==> src/rtl/spi_xfer_sched.sv <==
// Two-requester SPI transfer scheduler.
// Arbitrates round-robin between two byte streams and drives a memory-mapped
// SPI peripheral through DATA write, CTRL write, STAT polling and DATA read
// for every byte. Each STAT wait is bounded by a saturating timeout counter.
module spi_xfer_sched #(
  parameter logic [31:0] SPI_BASE = 32'hffff0010,
  parameter bit          CPOL     = 1'b0,
  parameter bit          CPHA     = 1'b0,
  parameter int unsigned TIMEOUT  = 1024
) (
  input  logic        clk,
  input  logic        rst,
  input  logic [1:0]  req,
  output logic [1:0]  gnt,
  input  logic [1:0]  tx_valid,
  input  logic [1:0]  tx_last,
  input  logic [15:0] tx_data,
  output logic [1:0]  tx_ready,
  output logic        rx_valid,
  output logic [7:0]  rx_data,
  output logic        rx_id,
  output logic        err,
  output logic        bus_we,
  output logic [31:0] bus_addr,
  output logic [31:0] bus_wdata,
  input  logic [31:0] bus_rdata
);

  localparam logic [31:0] DATA_ADDR = SPI_BASE;
  localparam logic [31:0] CTRL_ADDR = SPI_BASE + 32'd4;
  localparam logic [31:0] STAT_ADDR = SPI_BASE + 32'd8;
  localparam logic [31:0] TMO_LIMIT = 32'(TIMEOUT);

  typedef enum logic [2:0] {
    IDLE, WR_DATA, WR_CTRL, WAIT_BUSY, POLL, RD_DATA, NEXT
  } state_t;

  state_t      state_q, state_d;
  logic [1:0]  gnt_q, gnt_d;
  logic        owner_q, owner_d;
  logic        last_q, last_d;
  logic        prio_q, prio_d;
  logic [31:0] cnt_q, cnt_d;

  logic        owner_valid;
  logic        owner_last;
  logic [7:0]  owner_byte;
  logic        stat_busy;
  logic        timeout_hit;
  logic [31:0] cnt_inc;
  logic        winner;
  logic        unused_rdata;

  assign owner_valid  = tx_valid[owner_q];
  assign owner_last   = tx_last[owner_q];
  assign owner_byte   = owner_q ? tx_data[15:8] : tx_data[7:0];
  assign stat_busy    = bus_rdata[0];
  assign timeout_hit  = (cnt_q >= TMO_LIMIT);
  assign cnt_inc      = (&cnt_q) ? cnt_q : cnt_q + 32'd1;
  assign winner       = (req == 2'b11) ? prio_q : req[1];
  assign unused_rdata = ^bus_rdata[31:8];
  assign gnt          = gnt_q;

  // State and datapath registers; reset lands in IDLE with requester 0 favoured.
  always_ff @(posedge clk or negedge rst) begin
    if (!rst) begin
      state_q <= IDLE;
      gnt_q   <= '0;
      owner_q <= 1'b0;
      last_q  <= 1'b0;
      prio_q  <= 1'b0;
      cnt_q   <= '0;
    end else begin
      state_q <= state_d;
      gnt_q   <= gnt_d;
      owner_q <= owner_d;
      last_q  <= last_d;
      prio_q  <= prio_d;
      cnt_q   <= cnt_d;
    end
  end

  // Next-state: arbitration, byte sequencing and timeout abort.
  always_comb begin
    state_d = state_q;
    gnt_d   = gnt_q;
    owner_d = owner_q;
    last_d  = last_q;
    prio_d  = prio_q;
    cnt_d   = cnt_q;
    unique case (state_q)
      IDLE: begin
        if (|req) begin
          owner_d = winner;
          gnt_d   = winner ? 2'b10 : 2'b01;
          prio_d  = ~winner;
          state_d = WR_DATA;
        end
      end
      WR_DATA: begin
        if (owner_valid) begin
          last_d  = owner_last;
          state_d = WR_CTRL;
        end
      end
      WR_CTRL: begin
        cnt_d   = '0;
        state_d = WAIT_BUSY;
      end
      WAIT_BUSY, POLL: begin
        // Counter restarts on POLL entry so the poll phase alone gets the full budget.
        if (timeout_hit) begin
          gnt_d   = '0;
          prio_d  = ~owner_q;
          state_d = IDLE;
        end else if ((state_q == WAIT_BUSY) && stat_busy) begin
          cnt_d   = '0;
          state_d = POLL;
        end else if ((state_q == POLL) && !stat_busy) begin
          state_d = RD_DATA;
        end else begin
          cnt_d = cnt_inc;
        end
      end
      RD_DATA: state_d = NEXT;
      NEXT: begin
        if (last_q) begin
          gnt_d   = '0;
          state_d = IDLE;
        end else begin
          state_d = WR_DATA;
        end
      end
      default: state_d = IDLE;
    endcase
  end

  // Outputs: bus master strobes and requester handshakes decoded from state.
  always_comb begin
    tx_ready  = '0;
    rx_valid  = 1'b0;
    rx_data   = '0;
    rx_id     = 1'b0;
    err       = 1'b0;
    bus_we    = 1'b0;
    bus_addr  = STAT_ADDR;
    bus_wdata = '0;
    unique case (state_q)
      WR_DATA: begin
        if (owner_valid) begin
          bus_we            = 1'b1;
          bus_addr          = DATA_ADDR;
          bus_wdata         = {24'b0, owner_byte};
          tx_ready[owner_q] = 1'b1;
        end
      end
      WR_CTRL: begin
        bus_we    = 1'b1;
        bus_addr  = CTRL_ADDR;
        bus_wdata = {28'b0, 1'b0, CPHA, CPOL, 1'b1};
      end
      WAIT_BUSY, POLL: begin
        if (timeout_hit) begin
          err      = 1'b1;
          bus_we   = 1'b1;
          bus_addr = CTRL_ADDR;
        end
      end
      RD_DATA: begin
        bus_addr = DATA_ADDR;
        rx_valid = 1'b1;
        rx_data  = bus_rdata[7:0];
        rx_id    = owner_q;
      end
      default: ;
    endcase
  end

endmodule

==> config.mk <==
export PLATFORM = sky130hd
export DESIGN_NAME = spi_xfer_sched
export DESIGN_NICKNAME = d
export VERILOG_FILES = /design/src/rtl/spi_xfer_sched.sv
export SDC_FILE = /design/constraint.sdc
export NUM_CORES = 1
export LEC_CHECK = 0
export BUFFER_PORTS_ARGS = -buffer_cell sky130_fd_sc_hd__buf_2
export CAP_MARGIN = 20
export CELL_PAD_IN_SITES_DETAIL_PLACEMENT = 1
export CELL_PAD_IN_SITES_GLOBAL_PLACEMENT = 2
export CORE_UTILIZATION = 27
export DETAILED_ROUTE_END_ITERATION = 6
export GPL_ROUTABILITY_DRIVEN = 0
export HOLD_SLACK_MARGIN = 0.15
export PLACE_DENSITY = 0.93
export SLEW_MARGIN = 25
export SYNTH_ARGS = -nofsm -noshare
export SYNTH_HDL_FRONTEND = slang
export SYNTH_SLANG_ARGS = --single-unit
==> constraint.sdc <==
create_clock -name clk -period 5.9 [get_ports clk]
set_input_delay 0.295 -clock clk [delete_from_list [all_inputs] [get_ports clk]]
set_output_delay 0.295 -clock clk [all_outputs]
set_load 0.05 [all_outputs]
==> results by group, run 1 <==
Outcome
  • Status: finished clean

Setup path
  • Setup crit end kind: output port
  • WP data arrival: 2620 ps
  • Worst setup SP type: flip-flop
  • Crit path kind: reg2out
  • Max Fanout on Critical Path: 5
  • Req. time, crit path: 5610 ps
  • FF-to-FF Start: state_q[0]
  • CP Launch Point: cnt_q[28]

Flow run
  • Max_cap viols: 0

Floorplanning
  • I/O pin cnt: 136
  • Core area: 0.00991 mm²
  • Die Wd: 104 µm
  • Starting density of the core: 28.3%
  • Die area: 0.0108 mm²
  • FP Rows: 36
  • Die Ht: 104 µm

Synth
  • Synth Area in Compound Gates: 16.9%
  • Synth top cells by count: buf_4 (55), nor2_1 (44), dfrtp_1 (40)
  • Unique masters post-synth: 56
  • Synthesis-stage register bit count: 40
  • Async set-reset flop share out of synthesis: 100%
  • Xor and xnor area share after synthesis: 0%
  • Mean Syn Cell Area: 8.64 µm²
  • Main combinational cell family by area after synthesis: simple AND/OR/NAND/NOR gates
  • Post-synth top area cell: dfrtp_1
  • Yosys top cell area share: 35.6%
  • EDFF count, synth: 0
  • Ys flop type: dfrtp_1
  • Top post-synthesis cells by area: dfrtp_1 (36%), buf_4 (15%), nor2_1 (5.9%)
  • Post-synthesis sequential area ratio: 35.6%
  • Synth warnings: 0
  • Most common cell in the netlist: buf_4
  • Synth Instances: 325
  • Post-synthesis mux area share: 3.61%
  • Area share of fa/ha/maj cells after synthesis: 0.891%
  • Post-Syn Area: 0.00281 mm²
  • Simple-Gate Fraction of Synth Area: 25.2%

Cells and area
  • Synth-to-Final Area Change: 10.1%
  • Final Non-Filler Cells: 509
  • Share of cells above drive strength 1: 20.5%
  • Fill count: 1249
  • Final net count: 433
  • Diodes inserted: 0
  • Area occupied by multi-input gates: 0.00151 mm²
  • Finished Cell Area: 0.00309 mm²
  • Register area: 0.00100 mm²

Detailed routing
  • DR vias: 2433
  • Routed len/inst: 13.3 µm
  • Initial drt markers: 98
  • Drt pass-1 iters: 4
  • Final WL: 6760 µm
  • Vias per cell: 4.78
  • Detail Route Antenna Nets: 0
  • DRC viols: 0

Min path
  • Hold Crit Start: tx_last[0]
  • Hold Crit Class: in2reg

Clocking
  • Root Driver: clkbuf_8
  • CTS Buffer Depth: 2
  • Clock-pin slew on the worst setup and hold paths: 90 ps
  • Inserted Clock Buffers: 5
  • Clk sink count: 40
  • CTS tree: built
  • Number of H-tree levels: 2
  • Worst-Skew Late Latency: 300 ps

STA
  • Minimum clock period: 2920 ps
  • F_max: 343 MHz
  • Fin crit share: 49.5%
  • Hold Slack: 309 ps
  • Final setup viols: 0
  • Clk_skew: 13.3 ps
  • RSZ-0062 raised after global routing: false
  • Max-slew violation count: 0
  • Final hold violations: 0
  • Relative slew slack: 46.8%
  • Worst-Margin Slew: 796 ps
  • Setup tns final: 0 ps

Placed design
  • IO Port Bufs: 57
  • Inst Count DP: 500
  • Post-DP HPWL: 4920 µm
  • Area of placed instances: 0.00299 mm²

Pwr
  • Power share of the combinational group: 55.1%
  • Pint: 583 µW
  • Seq pwr share: 29.8%
  • Peak VDD IR: 0.153 mV
  • Clk pwr share: 15.1%
  • Pwr Total: 1.29 mW
  • Sw power: 704 µW
  • Power per Cell Area: 416 mW/mm²
  • Net Sw Frac: 54.7%
  • Leak: 1.54 nW

Global route
  • Initial antenna violation count: 0
  • Vias in the first global route: 2441
  • Total grt overflow: 0
  • Largest net degree at the start of global routing: 41
  • Gr usage total: 13.1%
  • First-pass GRT wire length: 11900 µm
==> timing repair <==
| action | 4_1_cts | 5_1_grt |
|---|---|---|
| endpoints found under the hold margin | 0 | 40 |
| endpoints found under the setup margin | 0 | 0 |
| buffers inserted | 0 | 0 |
| hold buffers | 0 | 1 |
| gates resized for setup | 0 | 0 |
==> state kept, by name, indices dropped and copies added, names as in the netlist <==
| signal | flops |
|---|---|
| gnt | 2 |
| state_q | 3 |
| last_q | 1 |
| cnt_q | 32 |
| prio_q | 1 |
| owner_q | 1 |
==> power groups by stage <==
stage	Clock, mW	Sequential (mW)	Combinational, mW
2_1_floorplan	0	0.358	0.618
5_1_grt	0.213	0.393	0.769
3_5_place_dp	0	0.388	0.711
3_3_place_gp	0	0.385	0.699
6_report	0.194	0.384	0.709
4_1_cts	0.201	0.383	0.712
==> through the flow <==
stage	util (%)	setup WS [ps]
after floorplan	-	3410
after global placement	30.2	3310
after detailed placement	30.2	3300
after CTS	31.1	2980
after global routing	31.2	2750
final	31.2	2980
==> cell type report <==
type                       count  area share [%]
sequential                    40            32.4
multi-input combinational    264            48.8
inverter                       5           0.607
tap                          133            5.38
timing repair buffer          59            9.87
clock buffer                   8            2.91
==> routing by layer <==
metal | global-route usage, % | share of wire (%) | vias up | wire, µm
met3 | 3.63 | 7.0 | 5 | 476
met5 | 0 | 0 | - | 0
met4 | 3.06 | 0.62 | 0 | 42
met1 | 16.9 | 45 | 1181 | 3080
li1 | - | - | 1157 | -
met2 | 21.7 | 47 | 90 | 3170
==> logic make-up after synthesis <==
family / count (synthesis)
flops: 40
mux: 10
other cells: 2
buf+inv: 73
compound gates: 68
simple gates: 130
fa+ha+maj: 2
==> path summary, 6_finish.rpt <==
kind	cells after the start	endpoint	slack, ps
hold reg to reg	1	cnt_q[31]	510
max in group asynchronous	2	cnt_q[7]	5020
min in group asynchronous	2	prio_q	510
hold / removal	3	last_q	310
setup / recovery	6	bus_we	2980
setup reg to reg	5	cnt_q[5]	3440
==> critical path, cell delays in order (launching register included) <==
cell and delay [ps]:
dfrtp_1 400, nor4_1 400, nand4_1 260, nor2_1 340, nor2_1 150, or4_1 540, buf_2 230
==> placed cells by master, fill, tap and decap left out, types with 4 or more instances in the layout <==
| cell type | count |
|---|---|
| nand3_1 | 15 |
| mux2i_1 | 9 |
| nand2_1 | 17 |
| clkbuf_8 | 6 |
| conb_1 | 54 |
| o31ai_1 | 5 |
| buf_2 | 56 |
| and4_1 | 6 |
| or4_1 | 4 |
| a41oi_1 | 8 |
| nor2_1 | 44 |
| nor2b_1 | 6 |
| dfrtp_1 | 40 |
| inv_1 | 5 |
| o21ai_0 | 15 |
| a21oi_1 | 12 |
| a31oi_1 | 7 |
| and3_1 | 14 |
(Power assumes the default switching activity.)
==> inputs of run 2 (changes only) <==
Settings changed: CORE_UTILIZATION 27 to 23, PLACE_DENSITY 0.93 to 0.86.
Clock period 5.9 ns to 2.6 ns, I/O delays scaled along.
==> run 2 against run 1 <==
Net effect:
- cell count rose by 3.9%
- clock skew fell by 4.4 ps
- largest power group unchanged
- largest cell class unchanged
- critical endpoint unchanged
- utilization fell by 2.9 points
==> results by group, run 2 (synthesis results as in run 1) <==
Floorplanning
  • FP Rows: 39
  • I/O pin cnt: 136
  • Starting density of the core: 24.1%
  • Core area: 0.0117 mm²
  • Die Ht: 113 µm
  • Die area: 0.0127 mm²
  • Die Wd: 113 µm

Setup path
  • Largest stage delay, worst path: 530 ps
  • Setup crit end kind: output port
  • Max Fanout on Critical Path: 5
  • Slowest CP cell: or4_1
  • Crit path kind: reg2out
  • Req. time, crit path: 2470 ps
  • Worst setup SP type: flip-flop
  • Worst-path cell chain: nor4_4 -> nand4_1 -> nor2_2 -> nor2_1 -> or4_1 -> buf_2
  • WP data arrival: 2380 ps

Cells and area
  • Commonest non-fill, non-tap cells in the layout: buf_2 (57), conb_1 (54), nor2_1 (43)
  • Most common cell after layout, fill and taps aside: buf_2
  • Final net count: 443
  • Max reg flops: 32
  • Finished Cell Area: 0.00330 mm²
  • Synth-to-Final Area Change: 17.6%
  • Register area: 0.00100 mm²
  • Area occupied by multi-input gates: 0.00155 mm²
  • Top reg by flops: cnt_q
  • Share of cells above drive strength 1: 23.6%
  • Diodes inserted: 0
  • Fill count: 1410

Clocking
  • CTS tree: built
  • Worst-Skew Late Latency: 280 ps
  • Inserted Clock Buffers: 5
  • Root Driver: clkbuf_16
  • Clk sink count: 40
  • CTS Buffer Depth: 2
  • Number of H-tree levels: 2
  • Clock-pin slew on the worst setup and hold paths: 60 ps

Placed design
  • Area of placed instances: 0.00306 mm²
  • Post-DP HPWL: 5220 µm
  • IO Port Bufs: 57
  • Dpl ws: 309 ps

STA
  • Worst Slack Setup Final: 94.9 ps
  • Clk_skew: 8.96 ps
  • Minimum clock period: 2510 ps
  • F_max: 399 MHz
  • Relative slew slack: 59.8%
  • Max-slew violation count: 0
  • Hold Slack: 183 ps
  • Final setup viols: 0
  • Worst-Margin Slew: 602 ps
  • Fin crit share: 96.3%
  • Final hold violations: 0

Detailed routing
  • Drt pass-1 iters: 4
  • DRC viols: 0
  • Detail Route Antenna Nets: 0
  • Final WL: 7000 µm
  • Initial drt markers: 109
  • DR vias: 2500
  • Routed len/inst: 13.2 µm
  • Vias per cell: 4.73

Pwr
  • Peak VDD IR: 0.324 mV
  • Power per Cell Area: 988 mW/mm²
  • Leak: 1.65 nW

Global route
  • Gr usage total: 11.0%
  • Initial antenna violation count: 0
  • First-pass GRT wire length: 11400 µm
  • Vias in the first global route: 2331
  • Total grt overflow: 0
  • Largest net degree at the start of global routing: 41

Flow run
  • Max_cap viols: 0

Outcome
  • Status: finished clean

Min path
  • Hold Crit Class: in2reg
[run 2: changes by cell type in the layout (fill, tap and decap cells not counted), moves of 2 or more]
cell / before / now
clkbuf_8: 6 / 0
nor4_4: 1 / 4
nor4_1: 2 / 0
buf_4: 2 / 10
clkbuf_16: 0 / 5
[run 2: path summary, 6_finish.rpt]
path / cells past startpoint / from / slack [ps] / to
max in group asynchronous: 3 / rst / 1840 / last_q
max reg2reg: 5 / state_q[1] / 340 / state_q[0]
min reg2reg: 1 / cnt_q[5] / 520 / cnt_q[5]
min: 3 / tx_last[0] / 180 / last_q
max: 6 / cnt_q[11] / 90 / bus_we
min in group asynchronous: 2 / rst / 290 / cnt_q[24]
[run 2: worst max-delay path, delay by kind of cell, from the launching register on]
kind	cells	cell delay [ps]
simple gates	5	1430
buf+inv	1	220
flops	1	440
[run 2: area by class of cell]
type                    count  share of cell area [%]
clock buffers               6                    3.90
clock inverters             2                    1.06
inverters                   5                   0.568
multi-input cells         264                    47.0
flip-flops and latches     40                    30.3
well taps                 143                    5.41
repair buffers             69                    11.8
[run 2: what timing repair did]
| action | in CTS | in global routing |
|---|---|---|
| endpoints found under the setup margin | 0 | 2 |
| setup buffers | 0 | 1 |
| hold buffers | 1 | 0 |
| endpoints found under the hold margin | 40 | 0 |
| gates resized for setup | 0 | 6 |
[run 2: metrics by stage]
step / TNS (ps) / std cells / total power [mW] / util [%]
2_1_floorplan: 0 / 377 / 2.22 / -
3_3_place_gp: 0 / 518 / 2.55 / 26.3
3_5_place_dp: 0 / 518 / 2.58 / 26.3
4_1_cts: 0 / 527 / 3.29 / 27.7
5_1_grt: -73.9 / 529 / 3.46 / 28.3
6_report: 0 / 529 / 3.27 / 28.3
[run 2: per-layer routing]
| metal | vias to the layer above | part of all wire, % | global-route usage [%] |
|---|---|---|---|
| li1 | 1178 | - | - |
| met1 | 1222 | 46 | 13.9 |
| met2 | 93 | 47 | 18.8 |
| met3 | 7 | 6.1 | 3.19 |
| met4 | 0 | 0.86 | 1.87 |
| met5 | - | 0 | 0 |
[run 2: report_power, final]
part	total, mW	switching (mW)	internal (mW)
clock network	0.700	0.248	0.452
logic	1.78	1.30	0.484
registers	0.783	0.0871	0.696
==> inputs of run 3 (changes only) <==
Settings changed: REMOVE_ABC_BUFFERS set to 1.
==> run 3 against run 2 <==
Net effect:
- combinational power fell by 4%
- count of clock-buffer cells in the layout unchanged
- via count fell by 1.4%
- sequential power rose by 4.6%
- register-to-register slack worse by 20 ps
- critical path type unchanged
- highest routed layer unchanged
==> results by group, run 3 (synthesis results as in run 1) <==
STA
  • RSZ-0062 raised after global routing: false
  • Final hold violations: 0
  • Clk_skew: 5.66 ps
  • Worst-Margin Slew: 601 ps
  • F_max: 397 MHz
  • Minimum clock period: 2520 ps
  • Max-slew violation count: 0
  • Setup tns final: 0 ps
  • Relative slew slack: 59.4%
  • Fin crit share: 96.9%
  • Final setup viols: 0

Detailed routing
  • Metal3 WL: 403 µm
  • DR vias: 2464
  • Routed len/inst: 13.6 µm
  • Detail Route Antenna Nets: 0
  • Drt pass-1 iters: 4
  • Final WL: 7130 µm
  • Initial drt markers: 78
  • Top layer in use: met4
  • Vias per cell: 4.69
  • DRC viols: 0
  • Met2 Wirelength: 3530 µm
  • Wl on met1: 3190 µm

Cells and area
  • Diodes inserted: 0
  • Share of cells above drive strength 1: 22.3%
  • Final Non-Filler Cells: 525
  • Commonest non-fill, non-tap cells in the layout: buf_2 (56), conb_1 (54), nor2_1 (44)
  • Top reg by flops: cnt_q
  • Final net count: 440
  • Synth-to-Final Area Change: 14.2%
  • Max reg flops: 32
  • Fill count: 1402
  • Most common cell after layout, fill and taps aside: buf_2

Pwr
  • Sw power: 1.61 mW
  • Power share of the combinational group: 55.1%
  • Power per Cell Area: 968 mW/mm²
  • Clk pwr share: 18.5%
  • Net Sw Frac: 51.7%
  • Seq pwr share: 26.4%
  • Leak: 1.59 nW
  • Pint: 1.50 mW
  • Peak VDD IR: 0.289 mV

Setup path
  • Crit path kind: reg2out
  • WP data arrival: 2390 ps
  • Max Fanout on Critical Path: 6
  • RR Endpoint: cnt_q[16]
  • Setup crit end kind: output port
  • Worst setup SP type: flip-flop
  • FF-to-FF Start: cnt_q[0]
  • Req. time, crit path: 2470 ps
  • R2R depth: 6
  • FF-to-FF setup slack: 320 ps

Clocking
  • CTS tree: built
  • Inserted Clock Buffers: 5
  • Root Driver: clkbuf_16
  • Worst-Skew Late Latency: 280 ps
  • Clk sink count: 40
  • Number of H-tree levels: 2
  • Clock-pin slew on the worst setup and hold paths: 50 ps
  • CTS Buffer Depth: 2

Floorplanning
  • Die area: 0.0127 mm²
  • I/O pin cnt: 136
  • Die Wd: 113 µm
  • Die Ht: 113 µm
  • FP Rows: 39
  • Core area: 0.0117 mm²
  • Starting density of the core: 24.1%

Outcome
  • Status: finished clean

Global route
  • Vias in the first global route: 2405
  • Gr usage total: 11.3%
  • Total grt overflow: 0
  • Initial antenna violation count: 0
  • Largest net degree at the start of global routing: 41
  • First-pass GRT wire length: 11700 µm

Placed design
  • Post-DP HPWL: 5330 µm
  • Inst Count DP: 517
  • IO Port Bufs: 57

Flow run
  • Max_cap viols: 0

Min path
  • Hold Crit Start: tx_last[0]
  • Hold path endpoint: last_q
  • Hold Crit Class: in2reg
  • Hold Path Depth: 3
[run 3: cell type report]
class | instances | area (µm²) | area share, %
clock buffer | 6 | 129 | 4.02
clock inverter | 1 | 5.00 | 0.156
inverter | 5 | 18.8 | 0.585
multi-input combinational | 264 | 1520 | 47.3
sequential | 40 | 1000 | 31.2
tap | 143 | 179 | 5.58
timing repair buffer | 66 | 358 | 11.2
[run 3: worst max path at each step]
stage / start / end / slack [ps] / depth (start not counted)
finish: cnt_q[25] / bus_addr[3] / 80 / 6
detailed placement: cnt_q[0] / cnt_q[16] / 260 / 6
floorplan: cnt_q[20] / bus_we / 280 / 5
global route: cnt_q[24] / bus_we / 10 / 6
global placement: state_q[1] / cnt_q[9] / 430 / 5
CTS: cnt_q[24] / bus_addr[3] / 70 / 6
[run 3: stage by stage]
stage	total power, mW	instance area (µm²)	util, %	hold slack, ps	worst slack [ps]
2_1_floorplan	2.07	2530	-	-166	280
3_3_place_gp	2.51	3050	26.2	310	426
3_5_place_dp	2.55	3050	26.2	320	261
4_1_cts	3.14	3200	27.4	175	74.5
5_1_grt	3.30	3210	27.5	186	14.7
6_report	3.11	3210	27.5	178	81.1
[run 3: worst max-delay path: stages, from the launching register on]
cell      delay [ps]
dfrtp_1          390
nor4_1           450
and4_1           440
nand2_1          140
a211o_1          310
o211ai_1          90
buf_2            300
[run 3: layer usage]
layer,GRT usage (%),up-vias
met3,2.86,2
met5,0,-
met1,13.6,1199
met2,20.2,90
li1,-,1173
met4,2.22,0
[run 3: what timing repair did]
| item | 4_1_cts | 5_1_grt |
|---|---|---|
| endpoints found under the setup margin | 0 | 2 |
| hold endpoints to repair | 40 | 0 |
| setup buffers | 0 | 0 |
| hold buffers | 1 | 0 |
| resized for setup | 0 | 1 |
[run 3: power by group through the flow]
stage          registers, mW  logic (mW)  clock network, mW
3_3_place_gp           0.818        1.69                  0
3_5_place_dp           0.824        1.73                  0
4_1_cts                0.819        1.73              0.594
5_1_grt                0.832        1.85              0.623
2_1_floorplan          0.881        1.19                  0
6_report               0.819        1.71              0.575
